==> config.mk <==
export PLATFORM = sky130hd
export DESIGN_NAME = storage_write_arbiter
export DESIGN_NICKNAME = d
export VERILOG_FILES = /design/src/rtl/storage_write_arbiter_pkg.sv /design/src/rtl/storage_write_arbiter_reg.sv /design/src/rtl/storage_write_arbiter.sv
export SDC_FILE = /design/constraint.sdc
export NUM_CORES = 1
export LEC_CHECK = 0
export ABC_AREA = 0
export BUFFER_PORTS_ARGS = -buffer_cell sky130_fd_sc_hd__buf_2
export CORE_MARGIN = 10
export CORE_UTILIZATION = 44
export DETAILED_ROUTE_END_ITERATION = 12
export MAX_ROUTING_LAYER = met4
export PLACE_DENSITY = 0.82
export SYNTH_ARGS = -nofsm -noshare
export SYNTH_HDL_FRONTEND = slang
export SYNTH_HIERARCHICAL = 1
export SYNTH_SLANG_ARGS = --single-unit
==> constraint.sdc <==
create_clock -name clk -period 2.3 [get_ports clk]
set_input_delay 0 -clock clk [delete_from_list [all_inputs] [get_ports clk]]
set_output_delay 0 -clock clk [all_outputs]
set_load 0.05 [all_outputs]
==> src/rtl/storage_write_arbiter_pkg.sv <==
// Shared definitions for the storage write arbiter: FSM state encodings
// and the width of the consecutive-write hold counter.
package storage_write_arbiter_pkg;

    typedef enum logic [1:0] {
        ST_IDLE = 2'd0,
        ST_OWN0 = 2'd1,
        ST_OWN1 = 2'd2
    } arb_state_t;

    // Hold counter is wide enough for MAX_HOLD up to 15.
    localparam int HOLD_W = 4;

endpackage

==> src/rtl/storage_write_arbiter_reg.sv <==
// WIDTH-bit posedge storage register with write enable and async active-low clear.
module storage_write_arbiter_reg #(
    parameter int WIDTH = 8
) (
    input  logic             clk,
    input  logic             reset_n,
    input  logic             en,
    input  logic [WIDTH-1:0] d,
    output logic [WIDTH-1:0] q
);

    // Capture d only at enabled edges; d is ignored between edges.
    always_ff @(posedge clk or negedge reset_n) begin
        if (!reset_n) begin
            q <= '0;
        end else if (en) begin
            q <= d;
        end
    end

endmodule

==> src/rtl/storage_write_arbiter.sv <==
// Two-requester round-robin write arbiter in front of one storage register.
// Optional write statistics counter: define STORAGE_ARB_STATS_EN.
//
// Handshake: a requester raises reqX and holds it for as long as it wants
// ownership. gntX is registered and rises the cycle after the request is
// sampled. A write of dX happens at every posedge where gntX and reqX are
// both high; data is not written at any other edge.
import storage_write_arbiter_pkg::*;

module storage_write_arbiter #(
    parameter int WIDTH    = 8,
    parameter int MAX_HOLD = 4
) (
    input  logic             clk,
    input  logic             reset_n,
    input  logic             req0,
    input  logic             req1,
    input  logic [WIDTH-1:0] d0,
    input  logic [WIDTH-1:0] d1,
    output logic             gnt0,
    output logic             gnt1,
    output logic [WIDTH-1:0] q,
    output logic             q_valid,
    output logic [15:0]      wr_count
);

    localparam logic [HOLD_W-1:0] HOLD_LAST = HOLD_W'(MAX_HOLD - 1);

    arb_state_t        state;
    arb_state_t        state_n;
    logic [HOLD_W-1:0] hold_cnt;
    logic [HOLD_W-1:0] hold_n;
    logic              last_owner;
    logic              wr_en;
    logic              wr_sel;
    logic [WIDTH-1:0]  wr_data;

    // State, hold counter, last owner and sticky valid flag.
    always_ff @(posedge clk or negedge reset_n) begin
        if (!reset_n) begin
            state      <= ST_IDLE;
            hold_cnt   <= '0;
            last_owner <= 1'b1;
            q_valid    <= 1'b0;
        end else begin
            state    <= state_n;
            hold_cnt <= hold_n;
            if (state_n == ST_OWN0 && state != ST_OWN0) begin
                last_owner <= 1'b0;
            end else if (state_n == ST_OWN1 && state != ST_OWN1) begin
                last_owner <= 1'b1;
            end
            if (wr_en) begin
                q_valid <= 1'b1;
            end
        end
    end

    // Next-state, hold-counter update and write enable/select.
    always_comb begin
        state_n = state;
        hold_n  = hold_cnt;
        wr_en   = 1'b0;
        wr_sel  = 1'b0;
        case (state)
            ST_IDLE: begin
                if (req0 && req1) begin
                    state_n = last_owner ? ST_OWN0 : ST_OWN1;
                end else if (req0) begin
                    state_n = ST_OWN0;
                end else if (req1) begin
                    state_n = ST_OWN1;
                end
            end
            ST_OWN0: begin
                if (!req0) begin
                    state_n = req1 ? ST_OWN1 : ST_IDLE;
                end else begin
                    wr_en = 1'b1;
                    if (req1) begin
                        if (hold_cnt == HOLD_LAST) begin
                            state_n = ST_OWN1;
                        end else begin
                            hold_n = hold_cnt + 1'b1;
                        end
                    end else begin
                        hold_n = '0;
                    end
                end
            end
            ST_OWN1: begin
                wr_sel = 1'b1;
                if (!req1) begin
                    state_n = req0 ? ST_OWN0 : ST_IDLE;
                end else begin
                    wr_en = 1'b1;
                    if (req0) begin
                        if (hold_cnt == HOLD_LAST) begin
                            state_n = ST_OWN0;
                        end else begin
                            hold_n = hold_cnt + 1'b1;
                        end
                    end else begin
                        hold_n = '0;
                    end
                end
            end
            default: begin
                state_n = ST_IDLE;
            end
        endcase
        if (state_n != state) begin
            hold_n = '0;
        end
    end

    assign gnt0    = (state == ST_OWN0);
    assign gnt1    = (state == ST_OWN1);
    assign wr_data = wr_sel ? d1 : d0;

    storage_write_arbiter_reg #(
        .WIDTH(WIDTH)
    ) u_storage_reg (
        .clk    (clk),
        .reset_n(reset_n),
        .en     (wr_en),
        .d      (wr_data),
        .q      (q)
    );

`ifdef STORAGE_ARB_STATS_EN
    logic [15:0] wr_cnt_q;

    // Saturating count of write edges since reset.
    always_ff @(posedge clk or negedge reset_n) begin
        if (!reset_n) begin
            wr_cnt_q <= '0;
        end else if (wr_en && wr_cnt_q != 16'hFFFF) begin
            wr_cnt_q <= wr_cnt_q + 16'd1;
        end
    end

    assign wr_count = wr_cnt_q;
`else
    assign wr_count = 16'h0000;
`endif

endmodule

==> results of run 1 <==
[sequential cells by signal (all words and copies together), names as in the netlist]
name and flops:
u_storage_reg/q 8, hold_cnt 4, state 2, last_owner 1, q_valid 1
[where the power goes]
group	switching (W)	total, W	internal, W
registers	0.0000754	0.000476	0.000401
clock network	0.0000860	0.000182	0.0000964
logic	0.000828	0.00131	0.000480
total	0.000989	0.00197	0.000978
[per-layer routing]
metal / global-route usage / vias to the layer above / share of wire
li1: - / 482 / -
met1: 0.117 / 483 / 0.39
met2: 0.188 / 41 / 0.53
met3: 0.0490 / 2 / 0.083
met4: 0.00633 / 0 / 0.0027
met5: - / - / 0
[kinds of logic (layout without fill, tap and decap cells)]
kind of cell,Yosys count,after routing,share of synthesized area
AO/OA/AOI/OAI,32,32,0.189
buffers and inverters,26,46,0.137
AND/OR/NAND/NOR,23,23,0.106
multiplexers,17,17,0.182
flip-flops,16,16,0.331
adder cells (fa/ha/maj),5,5,0.0516
other,1,16,0.00309
[cells in the mapped netlist, drive strengths merged]
library cell	count
dfstp	1
ha	5
dfrtp	15
o2bb2ai	1
or2	1
a311oi	1
mux2	16
a31o	1
inv	6
o211a	1
a2111o	1
a21oi	9
nand3	2
buf	19
and2	1
o32ai	1
o2111ai	1
a31oi	1
a32o	1
mux2i	1
nand4b	1
a2111oi	1
a21boi	2
o21ai	3
a211oi	2
conb	1
nor2	7
or3b	1
o221ai	1
a41oi	1
nand2b	2
nor3b	3
clkbuf	1
a32oi	1
or4b	1
o211ai	1
nand2	4
o21bai	2
[worst max-delay path: cells and delay by family (launching register included)]
kind,cells,cell delay (ns)
AOI/OAI and AO/OA,3,0.64
adders and majority gates,1,0.22
DFF,1,0.42
and+or+nand+nor,2,0.91
[through the flow]
stage                     hold WS, ns  area, µm²  total power, W
after floorplan                -0.296       1270         0.00152
after global placement        -0.0735       1350         0.00176
after detailed placement      -0.0696       1350         0.00179
after CTS                      0.0631       1400         0.00197
after global routing           0.0674       1400         0.00208
final                          0.0654       1400         0.00197
[how the worst max path moves through the flow]
stage                      startpoint         end  slack (ns)  depth (start not counted)
after floorplan              state[0]  last_owner        0.02                          7
after global placement    hold_cnt[0]  last_owner        0.22                          6
after detailed placement  hold_cnt[0]  last_owner        0.12                          6
after CTS                 hold_cnt[0]  last_owner        0.13                          6
after global routing      hold_cnt[0]  last_owner        0.04                          6
final                     hold_cnt[0]  last_owner        0.08                          6
[what timing repair did]
item	CTS	global route
hold endpoints to repair	16	0
hold buffers	1	0
endpoints found under the setup margin	0	5
gates resized for setup	0	1
[final cells by class]
cell class,instances,area share
multi-input cells,93,0.504
flip-flops and latches,16,0.287
repair buffers,36,0.141
well taps,30,0.0268
clock buffers,4,0.0259
inverters,6,0.0161
==> impl_metrics.json, run 1 <==
{
  "r2r_cells": 6,
  "synth_top_area_share": 0.310,
  "die_w_um": 72.5,
  "p_leak_nw": 0.682,
  "drcViolationCount": 0,
  "vdd_ir_drop_max_uv": 917,
  "regToRegSetupSlack_ns": 0.08,
  "min_period_ns": 2.22,
  "finalSetupTns_ns": 0,
  "dr.pass1.iters": 4,
  "fp-row-count": 18,
  "avgRoutedWirePerCell_um": 15.8,
  "die_area_um2": 5250,
  "arrival_ns": 2.45,
  "period_share": 0.964,
  "crit_path_cell_trace": "ha_1 -> or3b_4 -> a311oi_1 -> a211oi_1 -> or4b_1 -> a32o_1",
  "seq_area_frac_synth": 0.331,
  "min_path_type": "in -> reg",
  "gp_congestion": 0.964,
  "port_buffers": 30,
  "endpoint_kind": "flip-flop",
  "ioPinCount": 47,
  "die_h_um": 72.5,
  "core_um2": 2540,
  "crit_required_ns": 2.53,
  "postLayoutSetupSlackWorst_ns": 0.0821,
  "insertion_delay_ns": 0.29,
  "grt_pass1_wl_um": 4660,
  "mostFrequentLayoutCell": "buf_2",
  "cts.sinks": 16,
  "postLayoutCoreUtil": 0.551,
  "final_cell_mix": "30 x buf_2, 16 x conb_1, 15 x dfrtp_1",
  "cp_slowest_cell": "or4b_1",
  "clock_path_buffers": 2,
  "ys_types": 42,
  "path_clk_slew_ns": 0.10,
  "cts_buffers": 3,
  "routed_via_density": 5.45,
  "slowest_delay_ns": 0.50,
  "drive_gt1_frac": 0.387,
  "regArea_um2": 402,
  "pre_cts_ws_ns": 0.125,
  "run_status": "complete, no violations",
  "synth_area_um2": 1210,
  "via_count": 1008,
  "syn_to_final_growth_pct": 15.6,
  "avgSynthCellArea_um2": 10.1,
  "grt_max_degree": 17,
  "power_density_nw_per_um2": 1400,
  "diodes": 0,
  "initial_core_util": 0.476,
  "cts_setup_buffers": 0,
  "fmax_mhz": 451,
  "fill_cells": 234,
  "antenna_found_initial": 0,
  "hold_end": "u_storage_reg/q[3]",
  "hp-start": "d0[3]",
  "multiInputGateArea_um2": 706,
  "drv_cap": 0,
  "ant_nets": 0,
  "startpoint_type": "flip-flop",
  "cp_max_fo": 5,
  "critPathKind": "reg -> reg",
  "postRouteWirelength_um": 2920,
  "place_inst": 180,
  "grt_pass1_vias": 1000,
  "reg2reg_to": "last_owner",
  "initialDrtViolationCount": 33,
  "reg2reg_from": "hold_cnt[0]",
  "grt.overflow.total": 0,
  "place_hpwl_um": 2390,
  "yosysTopAreaCell": "dfrtp_1",
  "maxSlewViolCount": 0,
  "final-instance-count-excl-fill": 185,
  "cts_max_level": 1,
  "grt_use_total": 0.108,
  "fin_nets": 181,
  "finalHoldViolCount": 0,
  "setup_viol": 0,
  "finClkSkew_ns": 0.0156,
  "ys_top_cells_by_area": "dfrtp_1 31%, buf_4 9.9%, mux2_4 9.9%",
  "cts_tree": "yes",
  "synth_cells": 120,
  "ys.warnings.count": 6,
  "ys_ff_latch": 16,
  "cts_root_buf": "clkbuf_4",
  "hold_depth": 3,
  "rsz0062_at_grt": "false"
}
Power figures use the tool's default switching activity.
==> run 2: changes to the inputs <==
--- a/config.mk
+++ b/config.mk
@@ -9,6 +9,7 @@
 export BUFFER_PORTS_ARGS = -buffer_cell sky130_fd_sc_hd__buf_2
 export CORE_MARGIN = 10
 export CORE_UTILIZATION = 44
+export CTS_BUF_LIST = sky130_fd_sc_hd__clkbuf_8
 export DETAILED_ROUTE_END_ITERATION = 12
 export MAX_ROUTING_LAYER = met4
 export PLACE_DENSITY = 0.82
==> impl_metrics.json, run 2 (synthesis results as in run 1) <==
{
  "reg2reg_from": "hold_cnt[0]",
  "antenna_found_initial": 0,
  "grt.overflow.total": 0,
  "die_area_um2": 5250,
  "fin_nets": 181,
  "rsz0062_at_grt": "false",
  "vdd_ir_drop_max_uv": 1020,
  "grt_pass1_wl_um": 4690,
  "grt_pass1_vias": 1007,
  "avgRoutedWirePerCell_um": 15.8,
  "fmax_mhz": 455,
  "die_h_um": 72.5,
  "syn_to_final_growth_pct": 17.1,
  "hold_slack_ns": 0.110,
  "fill_cells": 234,
  "grt_use_total": 0.110,
  "cts_tree": "yes",
  "cp_num_buf_inv": 0,
  "cp_num_cells": 6,
  "postRouteWirelength_um": 2930,
  "p_leak_nw": 0.690,
  "clock_path_buffers": 2,
  "cts_root_buf": "clkbuf_8",
  "dr.pass1.iters": 4,
  "ant_nets": 0,
  "place_hpwl_um": 2390,
  "core_um2": 2540,
  "critPathKind": "reg -> reg",
  "diodes": 0,
  "mostFrequentLayoutCell": "buf_2",
  "reg2reg_to": "last_owner",
  "min_path_type": "in -> reg",
  "crit_required_ns": 2.48,
  "drcViolationCount": 0,
  "largest_reg_flops": 8,
  "postLayoutCoreUtil": 0.558,
  "maxSlewViolCount": 0,
  "ioPinCount": 47,
  "cp_max_fo": 5,
  "finalSetupTns_ns": 0,
  "port_buffers": 30,
  "largestRegisters": "u_storage_reg/q x8, hold_cnt x4, state x2",
  "drv_cap": 0,
  "crit_path_cell_trace": "ha_1 -> or3b_4 -> a311oi_1 -> a211oi_1 -> or4b_1 -> a32o_1",
  "fp-row-count": 18,
  "setup.worst_path.end": "last_owner",
  "routed_via_density": 5.43,
  "power_density_nw_per_um2": 1430,
  "r2r_cells": 6,
  "multiInputGateArea_um2": 706,
  "slowest_delay_ns": 0.48,
  "regToRegSetupSlack_ns": 0.10,
  "cts_buffers": 3,
  "die_w_um": 72.5,
  "startpoint_type": "flip-flop",
  "grt_max_degree": 17,
  "critPathTopFamily": "simple AND/OR/NAND/NOR gates",
  "insertion_delay_ns": 0.25,
  "finClkSkew_ns": 0.00879,
  "min_period_ns": 2.20,
  "via_count": 1005,
  "startpoint": "hold_cnt[0]",
  "cts_max_level": 1,
  "period_share": 0.955,
  "drive_gt1_frac": 0.387,
  "final_cell_mix": "30 x buf_2, 16 x conb_1, 15 x dfrtp_1",
  "endpoint_kind": "flip-flop",
  "path_clk_slew_ns": 0.06,
  "finalHoldViolCount": 0,
  "setup_viol": 0,
  "run_status": "complete, no violations",
  "regMostFlops": "u_storage_reg/q",
  "gp_congestion": 0.964,
  "initialDrtViolationCount": 27,
  "regArea_um2": 402,
  "cp_slowest_cell": "or4b_1",
  "arrival_ns": 2.38,
  "cts.sinks": 16,
  "initial_core_util": 0.476
}
[run 2: cell counts in the layout (fill, tap and decap cells not counted)]
No cell type changed its count.
[run 2: routing by layer]
metal	part of all wire	GRT usage	wire [µm]
met2	0.53	0.185	1550
met3	0.079	0.0490	230
met5	0	-	0
met1	0.39	0.118	1140
met4	0.0014	0.0190	4
[run 2: report_power, final]
part | leakage (nW) | internal (W) | total [W] | switching [W]
Combinational | 0.465 | 0.000480 | 0.00131 | 0.000826
Clock | 0.0288 | 0.000152 | 0.000243 | 0.0000909
Sequential | 0.196 | 0.000402 | 0.000478 | 0.0000759
Total | 0.690 | 0.00103 | 0.00203 | 0.000993
[run 2: layout make-up]
class                           instances  area share
Multi-Input combinational cell         93       0.497
Sequential cell                        16       0.283
Timing Repair Buffer                   36       0.139
Clock buffer                            4      0.0388
Tap cell                               30      0.0264
Inverter                                6      0.0159
[run 2: repair_timing]
action | in CTS | in global routing
hold endpoints to repair | 16 | 0
resized for setup | 0 | 1
setup endpoints to repair | 0 | 5
setup buffers | 0 | 0
hold buffers | 1 | 0
[run 2: how the worst min path moves through the flow]
stage          slack (ns)  depth (start not counted)            endpoint     from
3_3_place_gp        -0.07                          1         hold_cnt[1]  reset_n
4_1_cts              0.10                          3  u_storage_reg/q[0]    d0[0]
5_1_grt              0.11                          3  u_storage_reg/q[0]    d1[0]
2_1_floorplan       -0.30                          0         hold_cnt[0]  reset_n
3_5_place_dp        -0.07                          1  u_storage_reg/q[5]  reset_n
6_report             0.11                          3  u_storage_reg/q[0]    d0[0]
[run 2: tightest hold or removal path: cells and delay by family]
family	cells	cell delay, ns
multiplexers	2	0.26
buffers and inverters	1	0.07
[run 2: stage by stage]
stage / std cells / setup slack, ns / cell area (µm²) / power (W)
floorplan: 135 / 0.0234 / 1270 / 0.00152
global placement: 180 / 0.223 / 1350 / 0.00176
detailed placement: 180 / 0.125 / 1350 / 0.00179
CTS: 185 / 0.123 / 1420 / 0.00204
global route: 185 / 0.0387 / 1420 / 0.00215
finish: 185 / 0.103 / 1420 / 0.00203
==> run 3: changes to the inputs <==
--- a/config.mk
+++ b/config.mk
@@ -8,11 +8,12 @@
 export ABC_AREA = 0
 export BUFFER_PORTS_ARGS = -buffer_cell sky130_fd_sc_hd__buf_2
 export CORE_MARGIN = 10
-export CORE_UTILIZATION = 44
+export CORE_UTILIZATION = 50
 export CTS_BUF_LIST = sky130_fd_sc_hd__clkbuf_8
 export DETAILED_ROUTE_END_ITERATION = 12
 export MAX_ROUTING_LAYER = met4
-export PLACE_DENSITY = 0.82
+export PLACE_DENSITY = 0.91
+export REMOVE_ABC_BUFFERS = 1
 export SYNTH_ARGS = -nofsm -noshare
 export SYNTH_HDL_FRONTEND = slang
 export SYNTH_HIERARCHICAL = 1
==> impl_metrics.json, run 3 (synthesis results as in run 1) <==
{
  "min_path_type": "in -> reg",
  "core_um2": 2250,
  "path_clk_slew_ns": 0.06,
  "final_cell_mix": "30 x buf_2, 16 x conb_1, 15 x dfrtp_1",
  "dr.pass1.iters": 4,
  "power_density_nw_per_um2": 1440,
  "syn_to_final_growth_pct": 17.9,
  "fill_cells": 187,
  "largestRegisters": "u_storage_reg/q x8, hold_cnt x4, state x2",
  "via_count": 1010,
  "ant_nets": 0,
  "hp-start": "d0[3]",
  "multiInputGateArea_um2": 717,
  "cp_max_fo": 5,
  "grt.overflow.total": 0,
  "initial_core_util": 0.538,
  "min_period_ns": 2.24,
  "avgRoutedWirePerCell_um": 15.9,
  "cts_root_buf": "clkbuf_8",
  "fin_nets": 181,
  "period_share": 0.975,
  "maxSlewViolCount": 0,
  "die_h_um": 69.2,
  "critPathKind": "reg -> reg",
  "crit_required_ns": 2.48,
  "run_status": "complete, no violations",
  "postRouteWirelength_um": 2920,
  "startpoint": "hold_cnt[0]",
  "regMostFlops": "u_storage_reg/q",
  "fp-row-count": 17,
  "port_buffers": 30,
  "grt_pass1_wl_um": 4910,
  "diodes": 0,
  "p_leak_nw": 0.687,
  "cts_buffers": 3,
  "grt_use_total": 0.122,
  "arrival_ns": 2.42,
  "gp_congestion": 0.981,
  "antenna_found_initial": 0,
  "cts_tree": "yes",
  "cts.sinks": 16,
  "vdd_ir_drop_max_uv": 1130,
  "mostFrequentLayoutCell": "buf_2",
  "postLayoutCoreUtil": 0.634,
  "grt_max_degree": 17,
  "cts_setup_buffers": 0,
  "finalHoldViolCount": 0,
  "regArea_um2": 402,
  "die_area_um2": 4790,
  "reg2reg_from": "hold_cnt[0]",
  "cts_max_level": 1,
  "endpoint_kind": "flip-flop",
  "drv_cap": 0,
  "finalSetupTns_ns": 0,
  "clock_path_buffers": 2,
  "grt_pass1_vias": 1085,
  "drive_gt1_frac": 0.406,
  "insertion_delay_ns": 0.25,
  "finClkSkew_ns": 0.00534,
  "fmax_mhz": 446,
  "drcViolationCount": 0,
  "largest_reg_flops": 8,
  "initialDrtViolationCount": 103,
  "routed_via_density": 5.52,
  "hold_slack_ns": 0.103,
  "ioPinCount": 47,
  "startpoint_type": "flip-flop",
  "place_hpwl_um": 2330,
  "die_w_um": 69.2,
  "setup_viol": 0
}
## run 3: changes by cell type in the layout (fill, tap and decap cells not counted)
cell      before  now
a311oi_1       1    0
ha_2           0    2
a21boi_1       0    2
ha_1           5    3
a21boi_0       2    0
a311oi_2       0    1
## run 3: where the power goes
part	switching (W)	internal [W]
Clock	0.0000930	0.000152
Sequential	0.0000885	0.000403
Combinational	0.000832	0.000489
Total	0.00101	0.00104
## run 3: stage by stage
step,cells,area [µm²],power [W],setup WS [ns]
6_report,183,1430,0.00206,0.0585
4_1_cts,183,1410,0.00204,0.0672
2_1_floorplan,115,1120,0.00148,-0.720
3_5_place_dp,178,1350,0.00179,0.0689
3_3_place_gp,178,1350,0.00175,0.202
5_1_grt,183,1430,0.00219,-0.0371
## run 3: path summary, 6_finish.rpt
kind | to | slack (ns) | cells after the start
worst max-delay path | last_owner | 0.06 | 6
worst min-delay path | u_storage_reg/q[3] | 0.10 | 3
worst max register to register | last_owner | 0.06 | 6
worst min register to register | q_valid | 0.48 | 1
max in group asynchronous | last_owner | 1.83 | 2
min in group asynchronous | u_storage_reg/q[3] | 0.18 | 2
## run 3: area by class of cell
cell class / count / share of cell area
Clock buffer: 4 / 0.0385
Tap cell: 28 / 0.0245
Sequential cell: 16 / 0.281
Timing Repair Buffer: 36 / 0.138
Multi-Input combinational cell: 93 / 0.502
Inverter: 6 / 0.0158
## run 3: worst max-delay path, stage by stage (launching register included)
cell      delay [ns]
dfrtp_1         0.41
ha_2            0.23
or3b_4          0.41
a311oi_2        0.32
a211oi_1        0.11
or4b_1          0.48
a32o_1          0.22
## run 3: layer usage
layer	share of wire	track usage	wire length, µm	vias up
met5	0	-	0	-
met4	0.024	0.0643	70	0
met3	0.11	0.0499	308	8
met2	0.45	0.182	1300	59
met1	0.42	0.135	1230	464
li1	-	-	-	479
## run 3: what timing repair did
| item | CTS | global route |
|---|---|---|
| endpoints found under the setup margin | 0 | 2 |
| hold buffers | 1 | 0 |
| endpoints found under the hold margin | 16 | 0 |
| gates resized for setup | 0 | 5 |
